==> src/rtl/lut_log_offset_prog_if.sv <==
`default_nettype none
// ============================================================================
// Module   : lut_log_offset_prog_if
// Brief    : Config-stream and lookup handshake bundle for lut_log_offset_prog.
// Revision : 1.0
// ============================================================================
interface lut_log_offset_prog_if #(
   parameter int IDX_W  = 4,
   parameter int DATA_W = 24,
   parameter int NUM_CH = 2
);
   logic                       cfg_start;
   logic                       cfg_valid;
   logic [DATA_W-1:0]          cfg_data;
   logic                       cfg_busy;
   logic                       tbl_ready;
   logic                       in_valid;
   logic                       in_ready;
   logic [NUM_CH*IDX_W-1:0]    in_idx;
   logic                       out_valid;
   logic                       out_ready;
   logic [NUM_CH*DATA_W-1:0]   out_data;

   modport master (
      output cfg_start, cfg_valid, cfg_data, in_valid, in_idx, out_ready,
      input  cfg_busy, tbl_ready, in_ready, out_valid, out_data
   );

   modport slave (
      input  cfg_start, cfg_valid, cfg_data, in_valid, in_idx, out_ready,
      output cfg_busy, tbl_ready, in_ready, out_valid, out_data
   );
endinterface
`default_nettype wire

==> src/rtl/lut_log_offset_prog.sv <==
`default_nettype none
// ============================================================================
// Module   : lut_log_offset_prog
// Brief    : Runtime-programmable, multi-lane, clamped log-offset lookup table.
// Revision : 1.0
// ============================================================================
module lut_log_offset_prog #(
   parameter int IDX_W     = 4,
   parameter int DATA_W    = 24,
   parameter int NUM_CH    = 2,
   parameter int CLAMP_IDX = 14
) (
   input  wire logic             clock,
   input  wire logic             rst_n,
   lut_log_offset_prog_if.slave  bus
);
   localparam int               DEPTH   = 2**IDX_W;
   localparam logic [IDX_W-1:0] c_LAST  = IDX_W'(DEPTH-1);
   localparam logic [IDX_W-1:0] c_CLAMP = IDX_W'(CLAMP_IDX);
   localparam logic [IDX_W-1:0] c_ONE   = IDX_W'(1);

   typedef enum logic [1:0] {
      S_IDLE   = 2'd0,
      S_LOAD   = 2'd1,
      S_ACTIVE = 2'd2
   } state_t;

   state_t                     r_state;
   logic [IDX_W-1:0]           r_ptr;
   logic [DATA_W-1:0]          r_tbl [DEPTH];
   logic                       r_cfg_busy;
   logic                       r_tbl_ready;
   logic                       r_out_valid;
   logic [NUM_CH*DATA_W-1:0]   r_out_data;

   logic                       w_in_ready;
   logic                       w_accept;
   logic [NUM_CH*DATA_W-1:0]   w_lookup;

   assign w_in_ready = (r_state == S_ACTIVE) && (!r_out_valid || bus.out_ready);
   assign w_accept   = bus.in_valid && w_in_ready;

   assign bus.in_ready  = w_in_ready;
   assign bus.cfg_busy  = r_cfg_busy;
   assign bus.tbl_ready = r_tbl_ready;
   assign bus.out_valid = r_out_valid;
   assign bus.out_data  = r_out_data;

   // Each lane saturates its own index before reading the shared table.
   for (genvar k = 0; k < NUM_CH; k++) begin : g_lane
      logic [IDX_W-1:0] w_idx_raw;
      logic [IDX_W-1:0] w_idx;
      assign w_idx_raw = bus.in_idx[k*IDX_W +: IDX_W];
      assign w_idx     = (w_idx_raw > c_CLAMP) ? c_CLAMP : w_idx_raw;
      assign w_lookup[k*DATA_W +: DATA_W] = r_tbl[w_idx];
   end

   always_ff @(posedge clock or negedge rst_n) begin
      if (!rst_n) begin
         r_state     <= S_IDLE;
         r_ptr       <= '0;
         r_cfg_busy  <= 1'b0;
         r_tbl_ready <= 1'b0;
         for (int i = 0; i < DEPTH; i++) begin
            r_tbl[i] <= '0;
         end
      end else begin
         case (r_state)
            S_IDLE: begin
               if (bus.cfg_start) begin
                  r_state    <= S_LOAD;
                  r_ptr      <= '0;
                  r_cfg_busy <= 1'b1;
               end
            end
            S_LOAD: begin
               // A restart wins over any beat presented alongside it.
               if (bus.cfg_start) begin
                  r_ptr <= '0;
               end else if (bus.cfg_valid) begin
                  r_tbl[r_ptr] <= bus.cfg_data;
                  r_ptr        <= r_ptr + c_ONE;
                  if (r_ptr == c_LAST) begin
                     r_state     <= S_ACTIVE;
                     r_cfg_busy  <= 1'b0;
                     r_tbl_ready <= 1'b1;
                  end
               end
            end
            S_ACTIVE: begin
               if (bus.cfg_start) begin
                  r_state     <= S_LOAD;
                  r_ptr       <= '0;
                  r_cfg_busy  <= 1'b1;
                  r_tbl_ready <= 1'b0;
               end
            end
            default: begin
               r_state     <= S_IDLE;
               r_cfg_busy  <= 1'b0;
               r_tbl_ready <= 1'b0;
            end
         endcase
      end
   end

   // Result register: data is only replaced on accept, never cleared on drain.
   always_ff @(posedge clock or negedge rst_n) begin
      if (!rst_n) begin
         r_out_valid <= 1'b0;
         r_out_data  <= '0;
      end else if (w_accept) begin
         r_out_valid <= 1'b1;
         r_out_data  <= w_lookup;
      end else if (bus.out_ready) begin
         r_out_valid <= 1'b0;
      end
   end
endmodule
`default_nettype wire

==> src/flat_wrapper.sv <==
// flat-port wrapper written by rule: the top's interface ports become plain ports
module lut_log_offset_prog_flat 
#(
   parameter int IDX_W     = 4,
   parameter int DATA_W    = 24,
   parameter int NUM_CH    = 2,
   parameter int CLAMP_IDX = 14
)
  (clock, rst_n, bus_cfg_start, bus_cfg_valid, bus_cfg_data, bus_in_valid, bus_in_idx, bus_out_ready, bus_cfg_busy, bus_tbl_ready, bus_in_ready, bus_out_valid, bus_out_data);
  lut_log_offset_prog_if #(.IDX_W(IDX_W), .DATA_W(DATA_W), .NUM_CH(NUM_CH)) bus_i ();
  input  wire logic clock;
  input  wire logic rst_n;
  input wire logic [$bits(bus_i.cfg_start)-1:0] bus_cfg_start;
  input wire logic [$bits(bus_i.cfg_valid)-1:0] bus_cfg_valid;
  input wire logic [$bits(bus_i.cfg_data)-1:0] bus_cfg_data;
  input wire logic [$bits(bus_i.in_valid)-1:0] bus_in_valid;
  input wire logic [$bits(bus_i.in_idx)-1:0] bus_in_idx;
  input wire logic [$bits(bus_i.out_ready)-1:0] bus_out_ready;
  output wire logic [$bits(bus_i.cfg_busy)-1:0] bus_cfg_busy;
  output wire logic [$bits(bus_i.tbl_ready)-1:0] bus_tbl_ready;
  output wire logic [$bits(bus_i.in_ready)-1:0] bus_in_ready;
  output wire logic [$bits(bus_i.out_valid)-1:0] bus_out_valid;
  output wire logic [$bits(bus_i.out_data)-1:0] bus_out_data;
  assign bus_i.cfg_start = bus_cfg_start;
  assign bus_i.cfg_valid = bus_cfg_valid;
  assign bus_i.cfg_data = bus_cfg_data;
  assign bus_i.in_valid = bus_in_valid;
  assign bus_i.in_idx = bus_in_idx;
  assign bus_i.out_ready = bus_out_ready;
  assign bus_cfg_busy = bus_i.cfg_busy;
  assign bus_tbl_ready = bus_i.tbl_ready;
  assign bus_in_ready = bus_i.in_ready;
  assign bus_out_valid = bus_i.out_valid;
  assign bus_out_data = bus_i.out_data;
  lut_log_offset_prog #(.IDX_W(IDX_W), .DATA_W(DATA_W), .NUM_CH(NUM_CH), .CLAMP_IDX(CLAMP_IDX)) u_core (.clock(clock), .rst_n(rst_n), .bus(bus_i));
endmodule
==> config.mk <==
export PLATFORM = sky130hd
export DESIGN_NAME = lut_log_offset_prog_flat
export DESIGN_NICKNAME = d
export VERILOG_FILES = /design/src/rtl/lut_log_offset_prog_if.sv /design/src/rtl/lut_log_offset_prog.sv /design/src/flat_wrapper.sv
export SDC_FILE = /design/constraint.sdc
export NUM_CORES = 1
export LEC_CHECK = 0
export ABC_CLOCK_PERIOD_IN_PS = 1910
export CORE_ASPECT_RATIO = 1.1
export CORE_MARGIN = 10
export CORE_UTILIZATION = 32
export DETAILED_ROUTE_END_ITERATION = 7
export DONT_BUFFER_PORTS = 1
export GPL_TIMING_DRIVEN = 0
export PLACE_DENSITY = 0.52
export SLEW_MARGIN = 20
export SYNTH_ARGS = -nofsm -noshare
export SYNTH_HDL_FRONTEND = slang
export SYNTH_SLANG_ARGS = --single-unit
==> constraint.sdc <==
create_clock -name clock -period 1.91 [get_ports clock]
set_input_delay 0.382 -clock clock [delete_from_list [all_inputs] [get_ports clock]]
set_output_delay 0.382 -clock clock [all_outputs]
set_load 0.005 [all_outputs]
==> results of run 1 <==
-- cell type report --
type	count	area, um2	area share (%)
multi-input cells	1207	11200	43.1
flip-flops and latches	417	10400	40.2
clock buffers	71	1380	5.31
plain buffers	178	1250	4.80
well taps	918	1150	4.42
repair buffers	41	460	1.77
clock inverters	11	83.8	0.323
inverters	4	18.8	0.0722
diodes	3	7.51	0.0289
-- metal layers --
layer	vias to the layer above	part of all wire, %
met3	128	6.9
met1	8134	42
li1	6984	-
met2	466	48
met5	-	0.049
met4	6	2.8
-- cells by family after synthesis --
group,after synthesis,synth area share [%]
flip-flops,417,47.3
adder cells (fa/ha/maj),4,0.227
AO/OA/AOI/OAI,355,12.9
AND/OR/NAND/NOR,248,5.95
multiplexers,600,29.5
buffers and inverters,184,4.14
-- placed cells by master (no fill, tap or decap), types with 4 or more instances in the layout --
| cell | netlist | final |
|---|---|---|
| clkbuf_8 | 0 | 7 |
| nor2_1 | 9 | 6 |
| nand2_1 | 103 | 103 |
| nand3_4 | 1 | 4 |
| dlygate4sd3_1 | 0 | 24 |
| mux2i_1 | 192 | 192 |
| nand2_4 | 0 | 8 |
| a2111oi_4 | 0 | 13 |
| buf_6 | 0 | 16 |
| a22o_1 | 49 | 49 |
| mux2_2 | 400 | 400 |
| a2111oi_0 | 48 | 11 |
| mux2_1 | 8 | 5 |
| buf_8 | 0 | 17 |
| nand2b_1 | 4 | 4 |
| clkinv_2 | 0 | 9 |
| buf_12 | 0 | 10 |
| o32a_1 | 48 | 48 |
| clkbuf_1 | 77 | 78 |
| a311oi_1 | 48 | 48 |
| a21oi_1 | 4 | 4 |
| buf_4 | 38 | 32 |
| ha_1 | 4 | 4 |
| clkbuf_16 | 0 | 51 |
| dfrtp_1 | 417 | 416 |
| o21ai_0 | 53 | 50 |
| a2111oi_1 | 0 | 7 |
| a211oi_1 | 96 | 96 |
| buf_2 | 64 | 43 |
| a2111oi_2 | 0 | 17 |
| clkbuf_2 | 0 | 9 |
| o21ai_1 | 1 | 4 |
| nor2b_1 | 100 | 100 |
-- power by group through the flow --
stage / logic, uW / registers [uW] / clock network (uW)
global route: 3070 / 10300 / 9350
CTS: 2820 / 10200 / 9020
finish: 2890 / 10200 / 8840
floorplan: 1900 / 10100 / 0
global placement: 2550 / 10300 / 0
detailed placement: 2620 / 10400 / 0
-- sequential cells by signal, summed over array words and instances (netlist names) --
name                  cells
u_core.r_ptr              4
u_core.bus.out_data      48
u_core.r_state            2
u_core.bus.tbl_ready      1
u_core.bus.cfg_busy       1
u_core.r_tbl            360
u_core.bus.out_valid      1
-- path summary, 6_finish.rpt --
| kind | endpoint | slack, ns | cells after the start |
|---|---|---|---|
| setup / recovery | u_core.bus.out_data[13]$_DFFE_PN0P_ | -0.02 | 7 |
| hold / removal | u_core.r_tbl[269]$_DFFE_PN0P_ | -0.47 | 0 |
| setup reg to reg | u_core.r_tbl[197]$_DFFE_PN0P_ | 0.02 | 7 |
| hold reg to reg | u_core.r_tbl[319]$_DFFE_PN0P_ | 0.51 | 1 |
| max in group asynchronous | u_core.r_tbl[101]$_DFFE_PN0P_ | 1.40 | 0 |
| min in group clock | u_core.r_ptr[1]$_DFFE_PN0P_ | 0.16 | 3 |
-- timing repair --
item,4_1_cts,5_1_grt
pin swaps,1,6
gates cloned,1,2
setup endpoints to repair,349,245
buffers inserted,9,5
gates resized for setup,147,69
hold endpoints to repair,560,417
-- per-stage QoR --
step / TNS (ns) / cell area [um2] / setup slack (ns) / power [uW] / hold slack (ns)
2_1_floorplan: 0 / 22100 / 0.101 / 12000 / 0.0864
3_3_place_gp: -83.97 / 23200 / -1.31 / 12900 / 0.119
3_5_place_dp: -86.39 / 23200 / -1.15 / 13000 / 0.119
4_1_cts: -0.0607 / 25600 / -0.0108 / 22100 / -0.511
5_1_grt: -0.548 / 26000 / -0.0301 / 22700 / -0.510
6_report: -0.0296 / 26000 / -0.0161 / 21900 / -0.467
==> results.txt, run 1 <==
Count of flip-flops with a built-in enable after synthesis - 0
Unrepaired setup endpoints after global routing - yes
Clk Latency, worst-skew pair - 0.58 ns
Final Core Density - 38.2%
Clock power share - 40.3%
Final ANT Viol Nets - 0
Worst hold slack - -0.467 ns
CTS root buffer - clkbuf_16
DRC - 0
Final hold viol count - 417
Buf/Inv on CP - 4
Status - finished, violations left
# rows - 100
Clock Skews - 0.0140 ns
Avg WL per Cell - 27.0 um
Final-stage net count - 1,938
Worst Max-Slew Pin Slew - 1.25 ns
Initial Util - 32.4%
Drt total wl - 76.9 mm
Fillers - 6,627
Initial antenna violation count - 4
Yosys top cell by area - dfrtp_1
Io pins - 90
Sw power - 5880 uW
Worst setup margin - -0.0161 ns
Post-synthesis cell type count - 41
RR Startpoint - u_core.r_state[0]$_DFFE_PN0P_
Tcrit/Tclk final - 101%
Post-synthesis sequential area ratio - 47.3%
Met3 Usage GRT - 4.91%
Worst VDD drop - 0.635 mV
Biggest cell delay along the critical path - 0.59 ns
Synthesized Nets - 1,850
Worst setup startpoint - bus_in_idx[0]
Failing checks - negative hold slack, negative setup slack
Ys flop type - dfrtp_1
PD cells - 844 nW/um2
Max Cap Violations - 0
Synth Warn # - 0
Most common cell in the netlist - dfrtp_1
Tightest Hold Check Type - input pin to asynchronous set/reset pin
Pleak - 0.0117 uW
Critical path cell sequence - buf_4, buf_4, buf_2, buf_2, a211oi_1, a2111oi_2, o32a_1
DPL Wire Length - 53.4 mm
Critical path class - input pin to flop
Family with the most delay on the worst path - buffers and inverters
CTS Hold Bufs - 24
Clock Path Buffers - 3
Die Width - 270 um
Worst Path Required - 2.43 ns
Die area - 79,900 um2
Gr usage total - 18.7%
Share of flip-flops with an asynchronous set or reset - 100%
Overflow after GRT - 0
Tmin final - 1.93 ns
Slowest cell on the critical path - a2111oi_2
DR iter-0 viols - 1,062
CP max FO - 10
Switching part of the total - 26.8%
I/O Buffers - 0
Layout cells sized above 1 - 34.4%
Crit path DAT - 2.45 ns
Clock sinks - 417
Sequential share of power - 46.5%
Clock-pin transition on the worst setup and hold timing paths - 0.06 ns
Setup crit start kind - input pin
First-pass GRT wire length - 112 mm
GRT met1 Usage - 23.2%
TritonCTS clock tree - built
DR vias/cell - 5.52
Fmax - 519 MHz
Via count - 15.7k
Drt pass-1 iters - 5
Met2 GRT Util - 31.3%
Vias in the first global route - 16.5k
Synth Instances - 1,808
Syn_area_per_cell - 12.2 um2
Overall die height - 295 um
Core ar. - 68,100 um2
List of most frequent post-synthesis cells - dfrtp_1, mux2_2, mux2i_1, nand2_1, nor2b_1
Internal power - 16,100 uW
Placed Cells - 2,726
Synthesis-stage register bit count - 417
Slew Limit Headroom - 16.7%
CTS Buf Count - 47
Largest net degree at the start of global routing - 418
Post-Layout Cell Count - 2,850
GRT busiest layer - met2
Final Max Slew Viols - 0
P&R area growth vs syn - 17.7%
GPL Wtd Cong - 0.883
Top cells by area, synth - dfrtp_1, mux2_2, mux2i_1
Crit end category - flop
Endpoints failing setup - 2
H-Tree Level Count - 2
Post-synth top area share - 47.3%
Post-Syn Area - 22,100 um2
Power share of the combinational group - 13.2%
Power figures use the tool's default switching activity.
==> run 2, diff against run 1 <==
TNS_END_PERCENT = 10   (was unset)
==> run 2 against run 1 <==
  * The run ends with negative hold slack, max-slew violations, negative setup slack left
  * Sequential share of layout area barely moved
  * Via count about the same
  * Count of clock-buffer cells in the layout unchanged
  * Utilization hardly changed
  * Sequential power about the same
  * First-iteration DRC count shrank 6.4%
  * Die area unchanged
  * Global-route usage fell by 0.080 points
  * Flip-flop and latch count is the same
  * Final area hardly changed
  * Largest cell class unchanged
==> results.txt, run 2 (synthesis results as in run 1) <==
First-pass GRT wire length - 111 mm
Most common cell after layout, fill and taps aside - dfrtp_1
Clk Latency, worst-skew pair - 0.58 ns
Fmax - 514 MHz
Max FFs per register - 360
Overall die height - 295 um
Final ANT Viol Nets - 0
Crit path DAT - 2.40 ns
Vias in the first global route - 16.4k
DRC - 0
CTS root buffer - clkbuf_16
CTS Hold Bufs - 24
Critical path class - flop to flop
Setup crit start kind - flop
Gr usage total - 18.6%
Avg WL per Cell - 26.9 um
Commonest cells after routing, fill and taps aside - dfrtp_1, mux2_2, mux2i_1
Failing checks - negative hold slack, max-slew violations, negative setup slack
Drt pass-1 iters - 5
Initial antenna violation count - 4
Worst VDD drop - 0.629 mV
CTS Buf Count - 47
Core ar. - 68,100 um2
# rows - 100
Die Width - 270 um
Clock Skews - 0.0108 ns
DPL Wire Length - 53.4 mm
Slew Limit Headroom - -7.78%
Worst Max-Slew Pin Slew - 1.62 ns
H-Tree Level Count - 2
Tmin final - 1.94 ns
Largest net degree at the start of global routing - 418
Max Cap Violations - 0
Final-stage net count - 1,934
I/O Buffers - 0
Tcrit/Tclk final - 102%
PD cells - 843 nW/um2
Clock Path Buffers - 3
Final Max Slew Viols - 106
Clock sinks - 417
Unrepaired setup endpoints after global routing - yes
Worst hold slack - -0.462 ns
Via count - 15.7k
Io pins - 90
Worst setup startpoint - u_core.r_state[0]$_DFFE_PN0P_
Initial Util - 32.4%
Drt total wl - 76.6 mm
CP max FO - 10
Worst Path Required - 2.37 ns
Layout cells sized above 1 - 34.3%
DR vias/cell - 5.53
Overflow after GRT - 0
Final hold viol count - 417
GPL Wtd Cong - 0.883
Pleak - 0.0117 uW
Die area - 79,900 um2
Worst setup margin - -0.0339 ns
Final Core Density - 38.2%
DR iter-0 viols - 994
Endpoints failing setup - 27
Top reg by flops - u_core.r_tbl
Clock-pin transition on the worst setup and hold timing paths - 0.06 ns
TritonCTS clock tree - built
P&R area growth vs syn - 17.8%
Crit end category - flop
RR Startpoint - u_core.r_state[0]$_DFFE_PN0P_
Status - finished, violations left
Tightest Hold Check Type - input pin to asynchronous set/reset pin
run 2: cell types whose count changed in the layout (fill, tap and decap cells not counted), sizes merged:
cell      delta
bufbuf       -1
buf          -6
diode        -2
inv          +1
clkinvlp     -1
clkbuf       +3
run 2: cell type report:
cell class | count | area [um2]
Timing Repair Buffer | 35 | 362
Antenna cell | 1 | 2.50
Buffer | 180 | 1320
Inverter | 4 | 15.0
Sequential cell | 417 | 10400
Fill cell | 6631 | 42100
Clock inverter | 11 | 83.8
Clock buffer | 71 | 1380
Tap cell | 918 | 1150
Multi-Input combinational cell | 1207 | 11300
run 2: power breakdown:
group	switching [uW]	internal (uW)	leakage, uW
combinational	1520	1380	0.00541
clock	3730	5090	0.000725
sequential	613	9600	0.00559
run 2: what timing repair did:
item | 4_1_cts | 5_1_grt
hold endpoints to repair | 560 | 417
cloned | 0 | 2
setup endpoints to repair | 349 | 349
buffers inserted | 1 | 8
resized for setup | 134 | 93
pin swaps | 1 | 4
run 2: path summary, 6_finish.rpt:
kind | end | slack (ns) | cells after the start
setup / recovery | u_core.r_tbl[77]$_DFFE_PN0P_ | -0.03 | 7
hold / removal | u_core.r_tbl[269]$_DFFE_PN0P_ | -0.46 | 0
setup reg to reg | u_core.r_tbl[77]$_DFFE_PN0P_ | -0.03 | 7
hold reg to reg | u_core.r_tbl[329]$_DFFE_PN0P_ | 0.51 | 1
max in group asynchronous | u_core.r_ptr[0]$_DFFE_PN0P_ | 0.99 | 0
min in group clock | u_core.r_ptr[1]$_DFFE_PN0P_ | 0.16 | 3
run 2: per-layer routing:
layer  part of all wire [%]  global-route usage [%]  vias to the layer above
met5                  0.054                       0                        -
met4                    3.0                    6.07                        6
met3                    6.5                    4.57                      136
met2                     48                    31.3                      396
met1                     43                    23.2                     8209
li1                       -                       -                     6973
run 2: metrics by stage:
| step | instance area (um2) | worst slack (ns) | cells | power, uW | TNS (ns) |
|---|---|---|---|---|---|
| 3_5_place_dp | 23200 | -1.15 | 2726 | 13000 | -86.39 |
| 6_report | 26000 | -0.0339 | 2844 | 21900 | -0.512 |
| 5_1_grt | 26000 | -0.0791 | 2843 | 22800 | -3.63 |
| 4_1_cts | 25500 | -0.0718 | 2833 | 22000 | -5.29 |
| 3_3_place_gp | 23200 | -1.31 | 2726 | 12900 | -83.97 |
| 2_1_floorplan | 22100 | 0.101 | 1808 | 12000 | 0 |
run 2: worst max-delay path: stages, from the launching register on:
cell	delay, ns
dfrtp_1	0.38
buf_6	0.14
and4bb_2	0.25
and2_4	0.15
buf_8	0.14
nand3_4	0.21
buf_12	0.19
mux2_2	0.34
==> RTL change 1: new RTL, settings of run 2 <==
`IDX_W` is set to 4 in 3 places; all go to 5.
--- a/src/rtl/lut_log_offset_prog_if.sv
+++ b/src/rtl/lut_log_offset_prog_if.sv
@@ -5,7 +5,7 @@
 // Revision : 1.0
 // ============================================================================
 interface lut_log_offset_prog_if #(
-   parameter int IDX_W  = 4,
+   parameter int IDX_W  = 5,
    parameter int DATA_W = 24,
    parameter int NUM_CH = 2
 );
--- a/src/rtl/lut_log_offset_prog.sv
+++ b/src/rtl/lut_log_offset_prog.sv
@@ -5,7 +5,7 @@
 // Revision : 1.0
 // ============================================================================
 module lut_log_offset_prog #(
-   parameter int IDX_W     = 4,
+   parameter int IDX_W     = 5,
    parameter int DATA_W    = 24,
    parameter int NUM_CH    = 2,
    parameter int CLAMP_IDX = 14
--- a/src/flat_wrapper.sv
+++ b/src/flat_wrapper.sv
@@ -1,7 +1,7 @@
 // flat-port wrapper written by rule: the top's interface ports become plain ports
 module lut_log_offset_prog_flat 
 #(
-   parameter int IDX_W     = 4,
+   parameter int IDX_W     = 5,
    parameter int DATA_W    = 24,
    parameter int NUM_CH    = 2,
    parameter int CLAMP_IDX = 14
Ports: changed (resized bus_in_idx); port bits go from 90 to 92. The function was not compared with the original's and may differ.
==> RTL change 1 against run 2 <==
- setup slack worse by 21 ps
- count of clock-buffer cells in the layout up 2
- sequential cell count up 1
- the flow still finishes with violations (negative hold slack, max-slew violations, negative setup slack)
- wire length up 30%
- design area up 5.7%
- fmax down 1.1%
- synthesized area up 4.7%
- critical path depth up 1
- total power up 7.5%
- clock power up 19%
==> RTL change 1: results (changes against run 2) <==
| Item | This run | Unit | vs run 2 |
| --- | --- | --- | --- |
| Arrival time at the worst endpoint | 2460 | ps | +60 ps |
| Number of synthesized register bits | 418 | - | +0.24% |
| Count of placed standard cells in the final layout, fillers left out | 3283 | - | +15% |
| Top cells by area in the synthesized netlist | dfrtp_1 45%, mux2_2 19%, nand2_1 4.1%, a221oi_1 3.6%, a31oi_1 2.6% | - |  |
| Total Routing Usage GR | 0.228 | - | +0.0421 |
| Tightest hold margin | -500 | ps | -38.0 ps |
| Violations in the final reports | negative hold slack, max-slew violations, negative setup slack | - |  |
| Core Util, Final | 0.384 | - | +0.00172 |
| Maximum vdd ir drop | 0.700 | mV | +11% |
| Synthesized area divided by synthesized cell count | 10.5 | µm² | -14% |
| Total cell area at the placement stage | 0.0243 | mm² | +4.5% |
| Largest delay contributor family on the critical path | buffers and inverters | - |  |
| Non-clock buffering overhead | 0.0847 | - | +0.0201 |
| Share of power burned in the clock network | 0.444 | - | +0.042 |
| Total routed wirelength | 99800 | µm | +30% |
| RD Place Congestion | 0.922 | - | +4.4% |
| M2 GR Usage | 0.360 | - | +0.0475 |
| Count of distinct cell types in the synthesized netlist | 50 | - | +22% |
| Non-CTS buffers | 309 | - | +44% |
| Final Setup Violations | 5 | - | -81% |
| P_leak | 12.0 | nW | +2.7% |
| CP peak stage delay | 810 | ps | +430 ps |
| PnR worst setup slack | -54.7 | ps | -20.8 ps |
| Result of the run | complete, but fails checks | - |  |
| Number of hold violations in the final report | 418 | - | +0.24% |
| Max Slew Vio Count | 258 | - | +140% |
RTL change 1: cell count changes in the layout (fill, tap and decap cells not counted), moves of 49 or more:
cell,run 2,this run
a31oi_1,0,96
nor2_1,6,102
nand3_1,1,52
nand2_1,103,250
nand3b_1,1,50
a21oi_1,4,54
a221oi_1,0,72
nor2b_1,100,51
clkbuf_1,82,134
mux2i_1,192,48
RTL change 1: path summary, 6_finish.rpt:
kind / start / to / slack [ps] / cells after the start
worst max-delay path: bus_in_idx[1] / u_core.bus.out_data[22] / -50 / 8
worst min-delay path: rst_n / u_core.r_tbl[725] / -500 / 0
worst max register to register: u_core.r_state[0] / u_core.bus.out_data[5] / -10 / 9
worst min register to register: u_core.r_tbl[687] / u_core.r_tbl[687] / 510 / 1
max in group asynchronous: rst_n / u_core.r_tbl[455] / 610 / 0
min in group clock: bus_cfg_data[3] / u_core.r_tbl[483] / 20 / 2
==> RTL change 2: new RTL, flow settings as in run 2 <==
Made on the original files. Reset style: synchronous (`rst_n`), changed in 2 clocked blocks.
--- a/src/rtl/lut_log_offset_prog.sv
+++ b/src/rtl/lut_log_offset_prog.sv
@@ -55,7 +55,7 @@
       assign w_lookup[k*DATA_W +: DATA_W] = r_tbl[w_idx];
    end
 
-   always_ff @(posedge clock or negedge rst_n) begin
+   always_ff @(posedge clock) begin
       if (!rst_n) begin
          r_state     <= S_IDLE;
          r_ptr       <= '0;
@@ -105,7 +105,7 @@
    end
 
    // Result register: data is only replaced on accept, never cleared on drain.
-   always_ff @(posedge clock or negedge rst_n) begin
+   always_ff @(posedge clock) begin
       if (!rst_n) begin
          r_out_valid <= 1'b0;
          r_out_data  <= '0;
Function: differs if rst_n is asserted again (counterexample within 4 cycles, from zero or initial values and one cycle with rst_n low); with rst_n held inactive, the same outputs for 4 cycles.
==> RTL change 2 against run 2 <==
- setup slack worse by 67 ps
- sequential share of layout area grew 4.8 points
- wire length rose by 13%
- the run ends with negative setup slack left
- largest cell class is now flip-flops and latches
- count of clock-buffer cells in the layout shrank 10
- design area increased by 2.4%
- sequential cell count did not move
- critical path type unchanged
- synthesized area up 2.5%
- total power fell by 2.4%
==> RTL change 2: results (changes against run 2) <==
| Item | This run | Unit | vs run 2 |
| --- | --- | --- | --- |
| Result of the run | complete, but fails checks | - |  |
| Violations in the final reports | negative setup slack | - |  |
| M2 GR Usage | 0.343 | - | +0.0303 |
| Met3 wire length | 5950 | µm | +20% |
| Worst-path fanout max | 16 | - | +6 |
| Total cell area at the placement stage | 0.0242 | mm² | +4.2% |
| End point of the critical path | u_core.r_tbl[14][11] | - |  |
| Reg2Reg Launch Point | u_core.r_state[1] | - |  |
| PnR worst setup slack | -100 | ps | -66.5 ps |
| Proportion of synthesized area in mux cells | 0.152 | - | -0.143 |
| Number of enable-type register cells in the synthesized netlist | 360 | - | +360 |
| Synth Area in XOR/XNOR | 0.000775 | - | +0.000775 |
| Largest net degree at the start of global routing | 19 | - | -95% |
| Total routed wirelength | 86600 | µm | +13% |
| Fin nets | 2044 | - | +5.7% |
| Fraction of met1 tracks used by global routing | 0.261 | - | +0.0290 |
| Worst slack, placed | -801 | ps | +345 ps |
| Maximum vdd ir drop | 0.522 | mV | -17% |
| RD Place Congestion | 0.918 | - | +3.9% |
| Starting DRT DRC Count | 1540 | - | +55% |
| Tightest hold margin | 26.9 | ps | +489 ps |
| Count of placed standard cells including taps | 2824 | - | +3.6% |
| Routed metal-1 wire length | 35900 | µm | +10% |
| Ranking of synthesized cells by instance count | 364 x and2_1, 360 x edfxtp_1, 289 x mux2i_1, 144 x o211ai_1, 104 x nand2_1 | - |  |
| Path depth of the worst reg2reg path | 5 | - | -2 |
| Skew final | 18.2 | ps | +7.40 ps |
| Vias per cell | 5.57 | - | +0.71% |
| Count of filler cells inserted in the layout | 6753 | - | +1.8% |
| Count of distinct cell types in the synthesized netlist | 42 | - | +2.4% |
| P_leak | 9.88 | nW | -16% |
| Fraction of final layout cells with drive strength greater than 1 | 0.156 | - | -0.187 |
| Measured slew at the worst slew-check pin | 1060 | ps | -553 ps |
| Cell count after synthesis | 1877 | - | +3.8% |
| Adder-Cell Fraction of Synth Area | 0.00221 | - | -0.0000548 |
| Top flip-flop cell by instance count after synthesis | edfxtp_1 | - |  |
| Total Routing Usage GR | 0.205 | - | +0.0188 |
| Number of buffers added by the clock tree synthesis step | 44 | - | -6.4% |
| Wire length of the first global-routing pass | 122000 | µm | +9.2% |
| Number of global-route vias before repair | 16400 | - | +0.15% |
| Final Setup Violations | 247 | - | +810% |
| Top cells by area in the synthesized netlist | edfxtp_1 48%, mux2i_1 13%, and2_1 10%, dfxtp_1 5.0%, o211ai_1 4.8% | - |  |
| Path class of the lowest-slack min-delay path | input pin to flop | - |  |
==> RTL change 2: cell types whose count changed after synthesis, sizes merged, moves of 49 or more <==
cell / change
a211oi: -96
a22o: -49
a41oi: +49
and2: +358
dfrtp: -417
dfxtp: +57
edfxtp: +360
mux2: -360
mux2i: +97
nor2b: -95
o211ai: +144
==> RTL change 2: cell families (layout without fill, tap and decap cells) <==
family / count (synthesis) / after routing
compound gates: 411 / 411
xor+xnor: 2 / 2
fa+ha+maj: 4 / 4
buf+inv: 188 / 335
flops: 417 / 417
mux: 337 / 337
other cells: 0 / 4
simple gates: 518 / 529
==> RTL change 2: power by group <==
| group | internal [mW] | total (mW) | leakage (nW) | switching [mW] |
|---|---|---|---|---|
| registers | 10.1 | 10.3 | 4.18 | 0.170 |
| clock network | 5.04 | 8.80 | 0.692 | 3.76 |
| logic | 0.800 | 2.29 | 5.02 | 1.49 |
| total | 16.0 | 21.4 | 9.88 | 5.42 |
==> RTL change 2: repair_timing <==
item / CTS / global route
pin swaps: 18 / 11
endpoints found under the hold margin: 122 / 0
cloned: 11 / 3
setup buffers: 22 / 7
setup endpoints to repair: 725 / 463
resized for setup: 56 / 28
hold buffers: 25 / 0
==> RTL change 2: final cells by class <==
| class | count | area [µm²] | area share |
|---|---|---|---|
| multi-input cells | 1283 | 10000 | 0.376 |
| flip-flops and latches | 417 | 12000 | 0.449 |
| repair buffers | 69 | 962 | 0.0362 |
| plain buffers | 182 | 1070 | 0.0402 |
| diodes | 4 | 10.0 | 0.000376 |
| clock inverters | 18 | 183 | 0.00686 |
| inverters | 5 | 18.8 | 0.000705 |
| well taps | 936 | 1170 | 0.0440 |
| clock buffers | 61 | 1240 | 0.0465 |
